<file path="src/rtl/obi_bram_bridge_if.sv">
`default_nettype none
// ============================================================================
// Module   : obi_bram_bridge_if
// Purpose  : Bundle of the core req/gnt/rvalid port, the BRAM port and the
//            access counters that connect to obi_bram_bridge.
// Revision : 1.0  initial release
// ============================================================================
interface obi_bram_bridge_if #(
   parameter int BRAM_ADDR_WIDTH = 17
);
   // core side
   logic                        req_i;
   logic                        gnt_o;
   logic [31:0]                 addr_i;
   logic                        we_i;
   logic [3:0]                  be_i;
   logic [31:0]                 wdata_i;
   logic                        rvalid_o;
   logic [31:0]                 rdata_o;
   logic                        err_o;
   // BRAM side
   logic [BRAM_ADDR_WIDTH-1:0]  bram_addr_o;
   logic                        bram_en_o;
   logic [3:0]                  bram_we_o;
   logic [31:0]                 bram_wrdata_o;
   logic [31:0]                 bram_rddata_i;
   logic                        bram_rst_o;
   // statistics
   logic [31:0]                 rd_count_o;
   logic [31:0]                 wr_count_o;

   // bridge view
   modport slave (
      input  req_i, addr_i, we_i, be_i, wdata_i, bram_rddata_i,
      output gnt_o, rvalid_o, rdata_o, err_o,
             bram_addr_o, bram_en_o, bram_we_o, bram_wrdata_o, bram_rst_o,
             rd_count_o, wr_count_o
   );

   // core / BRAM environment view
   modport master (
      output req_i, addr_i, we_i, be_i, wdata_i, bram_rddata_i,
      input  gnt_o, rvalid_o, rdata_o, err_o,
             bram_addr_o, bram_en_o, bram_we_o, bram_wrdata_o, bram_rst_o,
             rd_count_o, wr_count_o
   );
endinterface
`default_nettype wire

</file>
<file path="src/rtl/obi_bram_bridge.sv">
`default_nettype none
// ============================================================================
// Module   : obi_bram_bridge
// Purpose  : Adapts a req/gnt/rvalid memory port to a single-port BRAM with
//            fixed read latency. One outstanding transaction, out-of-range
//            error responses, saturating read/write access counters.
// Revision : 1.0  initial release
// ============================================================================
module obi_bram_bridge #(
   parameter int          BRAM_ADDR_WIDTH = 17,
   parameter int          DATA_WIDTH      = 32,
   parameter int          READ_LATENCY    = 1,
   parameter logic [31:0] BASE_ADDR       = 32'h0000_0000,
   parameter logic [31:0] ERR_DATA        = 32'hEEEE_EEEE
) (
   input  logic              clk,
   input  logic              reset,
   obi_bram_bridge_if.slave  bus
);

   typedef enum logic [1:0] {
      S_IDLE = 2'd0,
      S_WAIT = 2'd1,
      S_RESP = 2'd2
   } state_t;

   // latency counter preload: WAIT lasts READ_LATENCY cycles
   localparam logic [1:0]  c_lat_init = 2'(READ_LATENCY - 1);
   localparam logic [31:0] c_cnt_max  = 32'hFFFF_FFFF;

   state_t      r_state;
   logic [1:0]  r_lat_cnt;
   logic        r_txn_err;
   logic        r_txn_write;
   logic [31:0] r_rdata;
   logic        r_err;
   logic [31:0] r_rd_count;
   logic [31:0] r_wr_count;

   logic [31:0] w_off;
   logic        w_in_range;
   logic        w_gnt;

   // offset from the BRAM window base; the shift test avoids overflow of BASE+size
   assign w_off      = bus.addr_i - BASE_ADDR;
   assign w_in_range = (bus.addr_i >= BASE_ADDR) &&
                       ((w_off >> (BRAM_ADDR_WIDTH + 2)) == 32'd0);
   assign w_gnt      = bus.req_i && ((r_state == S_IDLE) || (r_state == S_RESP));

   assign bus.gnt_o         = w_gnt;
   assign bus.rvalid_o      = (r_state == S_RESP);
   assign bus.rdata_o       = r_rdata;
   assign bus.err_o         = r_err;
   assign bus.bram_en_o     = w_gnt && w_in_range;
   assign bus.bram_we_o     = (w_gnt && w_in_range && bus.we_i) ? bus.be_i : 4'b0000;
   assign bus.bram_addr_o   = w_off[BRAM_ADDR_WIDTH+1:2];
   assign bus.bram_wrdata_o = bus.wdata_i;
   assign bus.bram_rst_o    = reset;
   assign bus.rd_count_o    = r_rd_count;
   assign bus.wr_count_o    = r_wr_count;

   // transaction FSM: grant -> WAIT (READ_LATENCY cycles) -> RESP, response captured on entry to RESP
   always_ff @(posedge clk or posedge reset) begin
      if (reset) begin
         r_state     <= S_IDLE;
         r_lat_cnt   <= 2'd0;
         r_txn_err   <= 1'b0;
         r_txn_write <= 1'b0;
         r_rdata     <= 32'd0;
         r_err       <= 1'b0;
      end else begin
         unique case (r_state)
            S_IDLE, S_RESP: begin
               if (bus.req_i) begin
                  r_state     <= S_WAIT;
                  r_lat_cnt   <= c_lat_init;
                  r_txn_err   <= !w_in_range;
                  r_txn_write <= bus.we_i;
               end else begin
                  r_state <= S_IDLE;
               end
            end
            S_WAIT: begin
               if (r_lat_cnt == 2'd0) begin
                  r_state <= S_RESP;
                  r_err   <= r_txn_err;
                  if (r_txn_err)
                     r_rdata <= ERR_DATA;
                  else if (r_txn_write)
                     r_rdata <= 32'd0;
                  else
                     r_rdata <= bus.bram_rddata_i;
               end else begin
                  r_lat_cnt <= r_lat_cnt - 2'd1;
               end
            end
            default: r_state <= S_IDLE;
         endcase
      end
   end

   // saturating access counters, stepped only at the grant of in-range accesses
   always_ff @(posedge clk or posedge reset) begin
      if (reset) begin
         r_rd_count <= 32'd0;
         r_wr_count <= 32'd0;
      end else if (w_gnt && w_in_range) begin
         if (bus.we_i) begin
            if (r_wr_count != c_cnt_max)
               r_wr_count <= r_wr_count + 32'd1;
         end else begin
            if (r_rd_count != c_cnt_max)
               r_rd_count <= r_rd_count + 32'd1;
         end
      end
   end

endmodule
`default_nettype wire

</file>
<file path="src/flat_wrapper.sv">
// flat-port wrapper written by rule: the top's interface ports become plain ports
module obi_bram_bridge_flat 
#(
   parameter int          BRAM_ADDR_WIDTH = 17,
   parameter int          DATA_WIDTH      = 32,
   parameter int          READ_LATENCY    = 1,
   parameter logic [31:0] BASE_ADDR       = 32'h0000_0000,
   parameter logic [31:0] ERR_DATA        = 32'hEEEE_EEEE
)
  (clk, reset, bus_req_i, bus_addr_i, bus_we_i, bus_be_i, bus_wdata_i, bus_bram_rddata_i, bus_gnt_o, bus_rvalid_o, bus_rdata_o, bus_err_o, bus_bram_addr_o, bus_bram_en_o, bus_bram_we_o, bus_bram_wrdata_o, bus_bram_rst_o, bus_rd_count_o, bus_wr_count_o);
  obi_bram_bridge_if #(.BRAM_ADDR_WIDTH(BRAM_ADDR_WIDTH)) bus_i ();
  input  logic clk;
  input  logic reset;
  input wire logic [$bits(bus_i.req_i)-1:0] bus_req_i;
  input wire logic [$bits(bus_i.addr_i)-1:0] bus_addr_i;
  input wire logic [$bits(bus_i.we_i)-1:0] bus_we_i;
  input wire logic [$bits(bus_i.be_i)-1:0] bus_be_i;
  input wire logic [$bits(bus_i.wdata_i)-1:0] bus_wdata_i;
  input wire logic [$bits(bus_i.bram_rddata_i)-1:0] bus_bram_rddata_i;
  output wire logic [$bits(bus_i.gnt_o)-1:0] bus_gnt_o;
  output wire logic [$bits(bus_i.rvalid_o)-1:0] bus_rvalid_o;
  output wire logic [$bits(bus_i.rdata_o)-1:0] bus_rdata_o;
  output wire logic [$bits(bus_i.err_o)-1:0] bus_err_o;
  output wire logic [$bits(bus_i.bram_addr_o)-1:0] bus_bram_addr_o;
  output wire logic [$bits(bus_i.bram_en_o)-1:0] bus_bram_en_o;
  output wire logic [$bits(bus_i.bram_we_o)-1:0] bus_bram_we_o;
  output wire logic [$bits(bus_i.bram_wrdata_o)-1:0] bus_bram_wrdata_o;
  output wire logic [$bits(bus_i.bram_rst_o)-1:0] bus_bram_rst_o;
  output wire logic [$bits(bus_i.rd_count_o)-1:0] bus_rd_count_o;
  output wire logic [$bits(bus_i.wr_count_o)-1:0] bus_wr_count_o;
  assign bus_i.req_i = bus_req_i;
  assign bus_i.addr_i = bus_addr_i;
  assign bus_i.we_i = bus_we_i;
  assign bus_i.be_i = bus_be_i;
  assign bus_i.wdata_i = bus_wdata_i;
  assign bus_i.bram_rddata_i = bus_bram_rddata_i;
  assign bus_gnt_o = bus_i.gnt_o;
  assign bus_rvalid_o = bus_i.rvalid_o;
  assign bus_rdata_o = bus_i.rdata_o;
  assign bus_err_o = bus_i.err_o;
  assign bus_bram_addr_o = bus_i.bram_addr_o;
  assign bus_bram_en_o = bus_i.bram_en_o;
  assign bus_bram_we_o = bus_i.bram_we_o;
  assign bus_bram_wrdata_o = bus_i.bram_wrdata_o;
  assign bus_bram_rst_o = bus_i.bram_rst_o;
  assign bus_rd_count_o = bus_i.rd_count_o;
  assign bus_wr_count_o = bus_i.wr_count_o;
  obi_bram_bridge #(.BRAM_ADDR_WIDTH(BRAM_ADDR_WIDTH), .DATA_WIDTH(DATA_WIDTH), .READ_LATENCY(READ_LATENCY), .BASE_ADDR(BASE_ADDR), .ERR_DATA(ERR_DATA)) u_core (.clk(clk), .reset(reset), .bus(bus_i));
endmodule
</file>
<file path="config.mk">
export PLATFORM = sky130hd
export DESIGN_NAME = obi_bram_bridge_flat
export DESIGN_NICKNAME = d
export VERILOG_FILES = /design/src/rtl/obi_bram_bridge_if.sv /design/src/rtl/obi_bram_bridge.sv /design/src/flat_wrapper.sv
export SDC_FILE = /design/constraint.sdc
export NUM_CORES = 1
export LEC_CHECK = 0
export ABC_AREA = 1
export BUFFER_PORTS_ARGS = -buffer_cell sky130_fd_sc_hd__buf_2
export CORE_ASPECT_RATIO = 0.9
export CORE_UTILIZATION = 34
export DETAILED_ROUTE_END_ITERATION = 10
export PLACE_DENSITY = 0.6
export SLEW_MARGIN = 20
export SYNTH_ARGS = -nofsm -noshare
export SYNTH_HDL_FRONTEND = slang
export SYNTH_SLANG_ARGS = --single-unit
export TNS_END_PERCENT = 5
</file>
<file path="constraint.sdc">
create_clock -name clk -period 8.1 [get_ports clk]
set_input_delay 0.405 -clock clk [delete_from_list [all_inputs] [get_ports clk]]
set_output_delay 0.405 -clock clk [all_outputs]
set_load 0.02 [all_outputs]
</file>
Word level (Yosys, flattened, before mapping)
Cells that the tools add are included.

Add/subtract/negate cells: 3. Order comparisons: 1. Equality and inequality tests: 7. Muxes and demuxes: 9. Bitwise gates (word level): 1. Reductions and logical operators: 16.

Operators with widths (count): $add A32 B1 Y32 const B (2); $mux W32 (2); $ne A32 B32 Y1 const B (2); $ge A32 B1 Y1 const B (1); $logic_not A32 Y1 (1); $reduce_and A3 Y1 (3); $pmux W2 S2 (2); $mux W2 (3); $logic_and A1 B1 Y1 (4); $logic_not A2 Y1 (2); $mux W4 (1); $ne A2 B2 Y1 const B (2); $reduce_and A2 Y1 (2); $eq A2 B1 Y1 const B (1); $eq A2 B2 Y1 const B (1); $ne A2 B1 Y1 const B (1); $reduce_bool A2 Y1 (1); $reduce_or A2 Y1 (1); $sub A2 B1 Y2 const B (1); $logic_not A1 Y1 (1); $logic_or A1 B1 Y1 (1); $mux W1 (1); $not A1 Y1 (1).

Register bits: 103. Input bits: 104. Output and inout bits: 154. Logic and storage cells: 45.

Logic depth before layout (Yosys ltp)
Gate-level depths: netlist of run 1.

Depth in word-level cells: 6. Mapped depth: 11. Mapped depth without buffers: 10.

Least setup slack after synthesis of run 1
Ideal clock, no wire load.

Path kind: reg-to-reg. Start point: register u_core.r_wr_count[0] (netlist: u_core.bus.wr_count_o[0]). End point: register u_core.r_wr_count[2] (netlist: u_core.bus.wr_count_o[2]). Library setup time: 0.117 ns. Arrival time: 1.638 ns. Slack: 6.345 ns. Cell stages (with the launch flop): 12. Buffers on the path: 1. Cell sequence: dfrtp_1 ha_1 nand2_2 nor2_8 nand2_4 nor2_4 nand2_4 nand2_4 nor2_4 buf_6 nand2_2 nand2_1.

Cells in the longest elaborated chain, start to end: 2.

RTL lines: start, declared (RTL line obi_bram_bridge.sv:38) `logic [31:0] r_wr_count;`; start signal, assigned (RTL line obi_bram_bridge.sv:110) `r_wr_count <= r_wr_count + 32'd1;`; branches (longest 2 deep; another with $add A32 B1 Y32).

Parallel ways; which one is timed is not known. A chain may end at the register's enable or synchronous reset.

Worst setup path after layout of run 1
Start point: register u_core.r_state[0]. End point: register u_core.r_rd_count[11] (netlist: u_core.bus.rd_count_o[11]).

Cells in the longest elaborated chain, start to end: 5.

RTL lines: start, declared (RTL line obi_bram_bridge.sv:31) `state_t r_state;`; start signal, assigned (RTL line obi_bram_bridge.sv:65) `r_state <= S_IDLE;`; start signal, assigned (RTL line obi_bram_bridge.sv:75) `r_state <= S_WAIT;`; start signal, assigned (RTL line obi_bram_bridge.sv:80) `r_state <= S_IDLE;`; $eq A2 B2 Y1 / $logic_not A2 Y1 (equally long branches) (RTL line obi_bram_bridge.sv:48) `assign w_gnt = bus.req_i && ((r_state == S_IDLE) || (r_state == S_RESP));`; $logic_or A1 B1 Y1 (*) (RTL line obi_bram_bridge.sv:48); $logic_and A1 B1 Y1 (*) (RTL line obi_bram_bridge.sv:48); $logic_and A1 B1 Y1 (*) (RTL line obi_bram_bridge.sv:107) `end else if (w_gnt && w_in_range) begin`; $reduce_and A3 Y1 (no line) (*); end signal, assigned (RTL line obi_bram_bridge.sv:113) `r_rd_count <= r_rd_count + 32'd1;`; end, declared (RTL line obi_bram_bridge.sv:37) `logic [31:0] r_rd_count;`.

Every way passes the cells marked *; elsewhere a longest branch is shown, timed or not.

==> results of run 1 <==
## state kept, by name, indices dropped and copies added (netlist names)
| name | flops |
|---|---|
| u_core.bus.rdata_o | 32 |
| u_core.bus.wr_count_o | 32 |
| u_core.r_txn_err | 1 |
| u_core.r_lat_cnt | 2 |
| u_core.bus.err_o | 1 |
| u_core.r_txn_write | 1 |
| u_core.r_state | 2 |
| u_core.bus.rd_count_o | 32 |
## worst max-delay path by stage
stage | from | endpoint | slack [ps] | cells past startpoint
floorplan | reset | u_core.bus.err_o | 4990 | 1
global placement | bus_addr_i[26] | u_core.bus.rd_count_o[11] | 5500 | 9
CTS | u_core.r_state[0] | u_core.bus.rd_count_o[11] | 5650 | 8
detailed placement | bus_addr_i[26] | u_core.bus.rd_count_o[11] | 5540 | 9
global route | u_core.r_state[0] | u_core.bus.rd_count_o[6] | 5440 | 8
finish | u_core.r_state[0] | u_core.bus.rd_count_o[11] | 5690 | 8
## cells in the final DEF (no fill, tap or decap), types with 2 or more instances in the layout
master	Yosys	routed
nand2_2	15	15
clkinvlp_4	0	2
inv_2	5	5
inv_1	61	60
clkbuf_16	0	9
o21ai_0	15	15
xor2_1	9	9
nor2_4	7	7
nor2_2	13	13
a2bb2oi_1	24	24
dfrtp_1	103	103
nand3b_1	33	33
ha_1	3	3
buf_2	6	157
nand2_1	391	391
and2_1	2	2
inv_6	0	2
nor2_1	131	131
nand3_2	5	5
nand2_4	3	3
nand3_1	34	34
nand4_1	11	11
## synth_stat cells (4+ instances only)
library cell    n
dfrtp_1       103
nand3_2         5
buf_6           5
xor2_1          9
nor2_1        131
nand2_1       391
nand3_1        34
nor2_2         13
inv_1          61
buf_4          54
nand4_1        11
clkbuf_1        4
a2bb2oi_1      24
buf_2           6
inv_2           5
o21ai_0        15
nor2_4          7
nand3b_1       33
nand2_2        15
## stage by stage
| stage | total power [mW] | instances | worst slack, ps |
|---|---|---|---|
| 6_report | 1.17 | 1290 | 5690 |
| 5_1_grt | 1.23 | 1290 | 5440 |
| 4_1_cts | 1.20 | 1290 | 5650 |
| 3_5_place_dp | 0.715 | 1274 | 5540 |
| 3_3_place_gp | 0.713 | 1274 | 5500 |
| 2_1_floorplan | 0.706 | 940 | 4990 |
## cells by family after synthesis
kind of cell               after synthesis
xor gates and xnor gates                10
buffers and inverters                  136
DFF                                    103
and+or+nand+nor                        648
AOI/OAI and AO/OA                       40
adders and majority gates                3
## layout make-up
type	count	area (µm²)
inverter	67	254
clock buffer	9	225
timing repair buffer	158	793
multi-input combinational	701	3250
sequential	103	2580
tap	245	307
fill	1969	11200
clock inverter	7	90.1
## routing by layer
| layer | vias to the layer above | share of wire, % |
|---|---|---|
| li1 | 3085 | - |
| met1 | 2707 | 48 |
| met2 | 187 | 43 |
| met3 | 19 | 7.2 |
| met4 | 0 | 1.4 |
| met5 | - | 0 |
## power by group through the flow
stage               logic [mW]  clock network [mW]  registers (mW)
finish                   0.164               0.470           0.535
global route             0.189               0.505           0.537
CTS                      0.170               0.490           0.535
detailed placement       0.170                   0           0.546
global placement         0.168                   0           0.545
floorplan                0.158                   0           0.548
==> summary.txt, run 1 <==
Logic synthesis
  – XOR/XNOR Fraction of Synth Area: under 10%
  – Post-synth top area share: around two fifths
  – Async SR Flop Fraction: 100%
  – Yosys Warn Count: 0
  – Post-synthesis sequential area ratio: around two fifths
  – Yosys reg bits: 103
  – Syn Std Cell Area: ~6600 µm²
  – Syn nets: 1,047
  – Largest area contributor in the netlist: dfrtp_1
  – Syn_area_per_cell: around 7.0 µm²
  – Post-synth EDFFs: 0
  – Post-Synth Simple-Gate Area: a little over two fifths
  – Post-synthesis cell type count: 28
  – Main combinational cell family by area after synthesis: simple AND/OR/NAND/NOR gates
  – Multiplexer share of the synthesized area: 0%
  – Post-synthesis instance total: 940
  – Largest cells by area after synthesis: dfrtp_1, nand2_1, nor2_1
  – Post-Synth Adder-Cell Area: less than 1%
  – Compound-Gate Fraction of Synth Area: 4.40%
  – Synth Flop Type: dfrtp_1

Power
  – Power share of the combinational group: between 10% and 20%
  – Max VDD drop: roughly 90 µV
  – Switching share of power: around 29%
  – Lkg Pwr: approximately 3.6 nW
  – Power density over cell area: roughly 160 nW/µm²
  – Clock Power Share: roughly two fifths
  – Sw Pwr: 0.335 mW
  – Seq pwr share: a little under half
  – Int Power: roughly 0.83 mW

Global routing
  – Grt total ovfl: 0
  – Vias in the first global route: roughly 5,400
  – Most Crowded Layer GR: met2
  – GR Util met2: between 20% and 30%
  – Largest net degree at the start of global routing: 60
  – Met3 Track Usage GR: 4.08%
  – Gr usage total: about 18%
  – Met1 usage: 25.1%
  – Antenna violations before repair: 0
  – First-pass GRT wire length: about 28 mm

Clocking
  – CTS Buf Count: 9
  – Hold Buf Count CTS: 0
  – CTS tree: yes
  – Root Driver: clkbuf_16
  – Clk_lat worst skew: 360 ps
  – Max H-tree Level: 3
  – CTS Sinks: ~100
  – Post-CTS setup buffer count: 0
  – # resized after CTS: 0
  – Clock-pin slew on the worst setup and hold paths: around 80 ps
  – Max Root-Sink Buffers: 2

Die
  – Die area: between 15,000 and 20,000 µm²
  – # rows: 47
  – Initial Utilization: a little over a third
  – DIE WIDTH: between 100 and 150 µm
  – Die height: ~130 µm
  – Core box area: ~19,000 µm²
  – # IOs: 258

Setup path
  – Cell family with the largest share of critical-path delay: simple AND/OR/NAND/NOR gates
  – CP Buf/Inv Count: 0
  – CP dominant cell by count: nand2_1
  – Worst Path Max Fanout: 21
  – Startpoint types: flip-flop
  – Critical Path Max Stage Delay: roughly 730 ps
  – Worst setup EP type: flip-flop
  – FF-to-FF End: u_core.bus.rd_count_o[11]
  – Worst Path Class, Setup: flip-flop to flip-flop
  – Worst-path cell chain: nor2_4 > nand2_1 > nor2_2 > nand3_1 > nor2_1 > nand2_1 > nand2_1 > nand2_1
  – Worst reg-to-reg path cell count: 8
  – R2r startpoint: u_core.r_state[0]
  – R2R Setup Slk: roughly 5700 ps
  – Req. time, crit path: about 8300 ps
  – Worst path slowest cell: nand3_1
  – Worst Path Arrival: 2650 ps

Timing
  – Setup violators final: 0
  – Max Clock Freq: 416 MHz
  – TNS Setup: 0 ps
  – Pin slew with the least headroom to its limit: 1020 ps
  – Slew HR: about a third
  – Final Hold Vio Count: 0
  – Slew Limit Fails: 0
  – Min Tclk post-route: between 2000 and 2500 ps
  – Final worst path period share: a little under 30%
  – RSZ-0062 raised after global routing: no
  – Clk_skew: roughly 8.2 ps
  – Hold slack: roughly 110 ps

Placement
  – Routability cong.: 0.877
  – PortBufs: around 160
  – Placed inst area: roughly 7200 µm²
  – HPWL after detailed placement: 12.7 mm

Detailed routing
  – Vias/cell: between 4 and 5
  – WL final: between 15 and 20 mm
  – Detailed-route wire length per cell: ~14 µm
  – TritonRoute pass-1 iters: 5
  – DR DRC count: 0
  – DR vias: between 5,000 and 6,000
  – Antenna-violating nets left: 0
  – DR iter-0 viols: about 360

Finish
  – Antenna diode count: 0
  – Post-route cell area: 7500 µm²
  – Area grow syn2layout: 13.8%
  – Fin nets: about 1,100
  – Share of cells above drive strength 1: 21.5%
  – Final core utilization: 40.1%

Job
  – Max-cap viol count: 0

Outcome
  – Outcome: finished clean

Worst hold path
  – Min-delay worst type: input pin to async pin
Note: power is estimated with default switching activity, not from simulation.
==> run 2, diff against run 1 <==
--- a/config.mk
+++ b/config.mk
@@ -5,12 +5,12 @@
 export SDC_FILE = /design/constraint.sdc
 export NUM_CORES = 1
 export LEC_CHECK = 0
-export ABC_AREA = 1
+export ABC_AREA = 0
 export BUFFER_PORTS_ARGS = -buffer_cell sky130_fd_sc_hd__buf_2
 export CORE_ASPECT_RATIO = 0.9
 export CORE_UTILIZATION = 34
 export DETAILED_ROUTE_END_ITERATION = 10
-export PLACE_DENSITY = 0.6
+export PLACE_DENSITY = 0.66
 export SLEW_MARGIN = 20
 export SYNTH_ARGS = -nofsm -noshare
 export SYNTH_HDL_FRONTEND = slang
==> constraint.sdc (replaced) <==
create_clock -name clk -period 2.1 [get_ports clk]
set_input_delay 0.105 -clock clk [delete_from_list [all_inputs] [get_ports clk]]
set_output_delay 0.105 -clock clk [all_outputs]
set_load 0.02 [all_outputs]
==> summary.txt, run 2 <==
Outcome
  – Outcome: finished clean

Finish
  – Area grow syn2layout: 25.1%
  – Most frequent cells in the layout: buf_2, dfrtp_1, nand2_1
  – Most common cell after layout, fill and taps aside: buf_2
  – Share of cells above drive strength 1: between 30 and 40%
  – Antenna diode count: 0
  – Fin nets: approximately 790

Setup path
  – R2r startpoint: u_core.r_state[0]
  – Worst Path Arrival: around 2300 ps
  – Worst Path Max Fanout: 5
  – Req. time, crit path: approximately 2400 ps
  – Worst Path Class, Setup: flip-flop to flip-flop
  – Worst reg-to-reg path cell count: 6
  – Startpoint types: flip-flop
  – Worst setup EP type: flip-flop
  – R2R Setup Slk: ~120 ps
  – FF-to-FF End: u_core.bus.rd_count_o[30]

Logic synthesis
  – Synth Flop Type: dfrtp_1
  – Largest area contributor in the netlist: dfrtp_1
  – Async SR Flop Fraction: between 90% and 100%
  – Post-synth EDFFs: 0
  – Yosys Warn Count: 0
  – Post-synthesis cell type count: roughly 50
  – Syn nets: 640
  – Synth cell count leaders: dfrtp_1, nand2_1, buf_4
  – Yosys reg bits: roughly 100
  – Post-synthesis instance total: ~530
  – Post-synthesis sequential area ratio: between 40 and 50%
  – Syn Std Cell Area: around 5300 µm²
  – Syn_area_per_cell: around 9.9 µm²
  – Most frequent cell after synthesis: dfrtp_1
  – Largest cells by area after synthesis: dfrtp_1, buf_4, xnor2_1
  – Post-synth top area share: roughly half

Die
  – Die height: between 100 and 150 µm
  – Initial Utilization: a little over a third
  – # rows: 42
  – Die area: about 16,000 µm²
  – Core box area: around 15,000 µm²
  – # IOs: approximately 260
  – DIE WIDTH: about 130 µm

Timing
  – Final worst path period share: a little over nine tenths
  – Clk_skew: slightly above 7 ps
  – Min Tclk post-route: approximately 2000 ps
  – Hold slack: 46.0 ps
  – Setup violators final: 0
  – RSZ-0062 raised after global routing: yes
  – Slew HR: 52.0%
  – Final Hold Vio Count: 0
  – TNS Setup: 0 ps
  – Slew Limit Fails: 0
  – Pin slew with the least headroom to its limit: 721 ps
  – Max Clock Freq: 504 MHz

Detailed routing
  – Detailed-route wire length per cell: around 15 µm
  – Vias/cell: 4.85
  – DR DRC count: 0
  – Antenna-violating nets left: 0
  – DR vias: approximately 4,300
  – WL final: ~13 mm
  – DR iter-0 viols: about 160
  – TritonRoute pass-1 iters: 6

Clocking
  – CTS Buf Count: 9
  – Clock-pin slew on the worst setup and hold paths: approximately 70 ps
  – Max Root-Sink Buffers: 2
  – CTS Sinks: about 100
  – Root Driver: clkbuf_16
  – Clk_lat worst skew: 350 ps
  – Max H-tree Level: 3
  – CTS tree: yes

Placement
  – PortBufs: 157
  – HPWL after detailed placement: approximately 9.4 mm
  – Routability cong.: 0.839

Global routing
  – Largest net degree at the start of global routing: 67
  – Vias in the first global route: 4,011
  – Antenna violations before repair: 0
  – Gr usage total: roughly 17%
  – Grt total ovfl: 0
  – First-pass GRT wire length: approximately 21 mm

Power
  – Max VDD drop: between 500 and 600 µV
  – Lkg Pwr: 3.37 nW
  – Power density over cell area: between 800 and 900 nW/µm²

Worst hold path
  – Min-delay src: bus_bram_rddata_i[23]
  – Endpoint, Worst Hold: u_core.bus.rdata_o[23]
  – Hold depth: 3
  – Min-delay worst type: input pin to flip-flop

Job
  – Max-cap viol count: 0
==> run 2: cell count changes after synthesis, moves of 9 or more <==
cell and change:
nand2_1 -323, xnor2_1 +30, nor2_1 -107, nand2_2 -15, nand3b_1 -31, nor3_1 +16
xor2_1 +19, inv_1 -46, o21ai_0 +21, and4_1 +10, clkbuf_1 +9, a2bb2oi_1 -24
nor2_2 -13, a21oi_1 +25
==> run 2: power breakdown <==
group | internal [mW] | switching (mW) | leakage (nW)
Clock | 1.28 | 0.735 | 0.173
Combinational | 0.468 | 0.955 | 1.85
Sequential | 2.28 | 0.138 | 1.34
==> run 2: logic make-up after synthesis <==
logic type / after synthesis / share of synthesized area, %
flip-flops: 103 / 49.0
multiplexers: 3 / 0.642
XOR/XNOR: 59 / 9.82
adder cells (fa/ha/maj): 3 / 0.714
AO/OA/AOI/OAI: 72 / 7.75
AND/OR/NAND/NOR: 211 / 22.6
buffers and inverters: 82 / 9.49
==> run 2: per-stage QoR <==
stage | setup WS, ps | cell area (µm²) | power, mW | cells | utilization (%)
4_1_cts | 62.7 | 6580 | 5.95 | 881 | 44.1
2_1_floorplan | -39.1 | 5270 | 3.50 | 533 | -
3_3_place_gp | 40.7 | 6120 | 3.85 | 855 | 41.0
5_1_grt | -1.13 | 6580 | 6.22 | 881 | 44.1
3_5_place_dp | -5.78 | 6120 | 3.89 | 855 | 41.0
6_report | 116 | 6580 | 5.86 | 881 | 44.1
==> run 2: layout make-up <==
class / instances / area (µm²)
clock buffer: 10 / 229
clock inverter: 6 / 133
fill: 1456 / 8340
inverter: 17 / 68.8
multi-input combinational: 348 / 2190
sequential: 103 / 2580
tap: 198 / 248
timing repair buffer: 199 / 1140
==> run 2: worst max-delay path, cell delays in order, from the launching register on <==
cell,delay [ps]
dfrtp_1,400
nor4b_4,280
buf_4,180
nand4_4,130
or4_4,620
nor3_4,130
xor2_1,170
==> run 2: layer usage <==
layer  part of all wire, %  wire length (µm)  GRT usage, %
met4                   1.4               178          4.69
met5                     0                 0             0
met1                    48              6150          22.4
met3                   6.4               821          5.07
met2                    45              5740          25.6
==> run 2: worst max-delay path by stage <==
stage / depth (start not counted) / to / slack, ps / from
floorplan: 5 / u_core.bus.wr_count_o[1] / -40 / u_core.bus.wr_count_o[23]
global placement: 5 / u_core.bus.rd_count_o[18] / 40 / u_core.r_state[0]
detailed placement: 5 / u_core.bus.rd_count_o[18] / -6 / u_core.r_state[0]
CTS: 6 / u_core.bus.rd_count_o[30] / 60 / u_core.r_state[0]
global route: 6 / u_core.bus.rd_count_o[22] / -1 / u_core.r_state[0]
finish: 6 / u_core.bus.rd_count_o[30] / 120 / u_core.r_state[0]
==> run 2: repair_timing <==
action                                 CTS  global route
gates resized for setup                  0             1
buffers inserted                         1             0
hold buffers                             9             0
pin swaps                                1             1
endpoints found under the hold margin   56             0
setup endpoints to repair                5             5
==> run 3, diff against run 2 <==
--- a/config.mk
+++ b/config.mk
@@ -10,7 +10,7 @@
 export CORE_ASPECT_RATIO = 0.9
 export CORE_UTILIZATION = 34
 export DETAILED_ROUTE_END_ITERATION = 10
-export PLACE_DENSITY = 0.66
+export PLACE_DENSITY = 0.69
 export SLEW_MARGIN = 20
 export SYNTH_ARGS = -nofsm -noshare
 export SYNTH_HDL_FRONTEND = slang
==> summary.txt, run 3 (same netlist as run 2, synthesis figures left out) <==
Clocking
  – CTS tree: yes
  – Root Driver: clkbuf_16
  – Clock-pin slew on the worst setup and hold paths: around 70 ps
  – CTS Sinks: roughly 100
  – Clk_lat worst skew: about 350 ps
  – Max Root-Sink Buffers: 2
  – Max H-tree Level: 3
  – CTS Buf Count: 9

Finish
  – Area grow syn2layout: 23.9%
  – Fill count: ~1,500
  – Share of cells above drive strength 1: between 30% and 40%
  – Fin nets: between 700 and 800
  – Most frequent cells in the layout: buf_2, dfrtp_1, nand2_1
  – Final core utilization: 43.7%
  – Most common cell after layout, fill and taps aside: buf_2
  – Antenna diode count: 0

Power
  – Lkg Pwr: roughly 3.3 nW
  – Power density over cell area: 846 nW/µm²
  – Pwr Total: between 5 and 6 mW
  – Max VDD drop: ~540 µV

Placement
  – HPWL after detailed placement: roughly 9.5 mm
  – PortBufs: 157
  – Pre-CTS worst setup slack: -7.79 ps
  – Routability cong.: ~0.8

Timing
  – Min Tclk post-route: 1970 ps
  – Final Hold Vio Count: 0
  – Clk_skew: just under 8 ps
  – Fin worst setup slack: approximately 130 ps
  – Hold slack: 18.8 ps
  – Pin slew with the least headroom to its limit: between 900 and 1000 ps
  – RSZ-0062 raised after global routing: no
  – TNS Setup: 0 ps
  – Slew HR: 38.3%
  – Final worst path period share: between 90 and 100%
  – Max Clock Freq: ~500 MHz
  – Setup violators final: 0
  – Slew Limit Fails: 0

Die
  – Initial Utilization: a little over a third
  – Core box area: 14,900 µm²
  – DIE WIDTH: between 100 and 150 µm
  – # IOs: ~260
  – # rows: 42
  – Die height: roughly 120 µm
  – Die area: between 15,000 and 20,000 µm²

Global routing
  – Grt total ovfl: 0
  – First-pass GRT wire length: just over 20 mm
  – Antenna violations before repair: 1
  – Vias in the first global route: 3,995
  – Gr usage total: approximately 16%
  – Largest net degree at the start of global routing: 81

Detailed routing
  – Antenna-violating nets left: 0
  – Vias/cell: 4.85
  – DR iter-0 viols: ~180
  – TritonRoute pass-1 iters: 4
  – DR vias: 4,267
  – DR DRC count: 0
  – Detailed-route wire length per cell: ~15 µm
  – WL final: around 13 mm

Setup path
  – Critical Path Stages: 7
  – CP dominant cell by count: buf_4
  – Cell family with the largest share of critical-path delay: buffers and inverters
  – R2r startpoint: u_core.bus.rd_count_o[30]
  – Req. time, crit path: 2000 ps
  – Crit path capture: bus_bram_we_o[2]
  – Startpoint types: flip-flop
  – Worst Path Max Fanout: 5
  – Worst-path cell chain: nor4b_4 > buf_4 > nand4_4 > clkinv_2 > buf_4 > and3_1 > buf_2
  – FF-to-FF End: u_core.bus.rd_count_o[26]
  – Worst Path Class, Setup: flip-flop to output pin
  – CP Buf/Inv Count: 4
  – Worst Path Arrival: about 1900 ps
  – Worst reg-to-reg path cell count: 5
  – Critical Path Max Stage Delay: 400 ps
  – CP Launch Point: u_core.r_state[0]
  – R2R Setup Slk: approximately 170 ps
  – Worst setup EP type: output pin
  – Worst path slowest cell: dfrtp_1

Worst hold path
  – Min-delay worst type: input pin to flip-flop

Outcome
  – Outcome: finished clean

Job
  – Max-cap viol count: 0
[run 3: worst register-to-register path, cell delays in order, from the launching register on]
cell	delay [ps]
dfrtp_1	440
and4_1	250
and4_1	270
or4_4	570
nor2_1	150
xnor2_1	150
[run 3: how the worst min path moves through the flow]
| stage | depth (start not counted) | from | slack, ps | to |
|---|---|---|---|---|
| after floorplan | 2 | bus_bram_rddata_i[0] | 240 | u_core.bus.rdata_o[0] |
| after global placement | 0 | bus_addr_i[15] | 210 | bus_bram_addr_o[13] |
| after detailed placement | 0 | bus_addr_i[15] | 210 | bus_bram_addr_o[13] |
| after CTS | 3 | bus_bram_rddata_i[24] | 7 | u_core.bus.rdata_o[24] |
| after global routing | 3 | bus_bram_rddata_i[8] | 20 | u_core.bus.rdata_o[8] |
| final | 3 | bus_bram_rddata_i[24] | 20 | u_core.bus.rdata_o[24] |
[run 3: routing by layer]
| metal | vias to the layer above | part of all wire (%) | GRT usage [%] |
|---|---|---|---|
| met2 | 148 | 45 | 25.4 |
| met5 | - | 0.10 | 0 |
| met3 | 44 | 7.9 | 5.15 |
| met1 | 1979 | 45 | 21.4 |
| met4 | 2 | 2.7 | 6.53 |
| li1 | 2094 | - | - |
[run 3: where the power goes]
part           internal (mW)  switching (mW)  total [mW]
clock network          0.926           0.759        1.69
logic                  0.468           0.943        1.41
registers               2.28           0.138        2.42
total                   3.68            1.84        5.52
[run 3: metrics by stage]
step / cell area (µm²) / instances
after floorplan: 5270 / 533
after global placement: 6140 / 856
after detailed placement: 6140 / 856
after CTS: 6520 / 880
after global routing: 6520 / 880
final: 6520 / 880
[run 3: cell type report]
cell class	count	area, µm²	share of cell area, %
clock buffers	9	225	3.45
clock inverters	7	72.6	1.11
inverters	17	68.8	1.06
multi-input cells	348	2190	33.6
flip-flops and latches	103	2580	39.5
well taps	198	248	3.80
repair buffers	198	1140	17.4
[run 3: timing repair]
action / 4_1_cts / 5_1_grt
hold endpoints to repair: 109 / 0
hold buffers: 7 / 0
endpoints found under the setup margin: 5 / 0
resized for setup: 1 / 0
setup buffers: 1 / 0
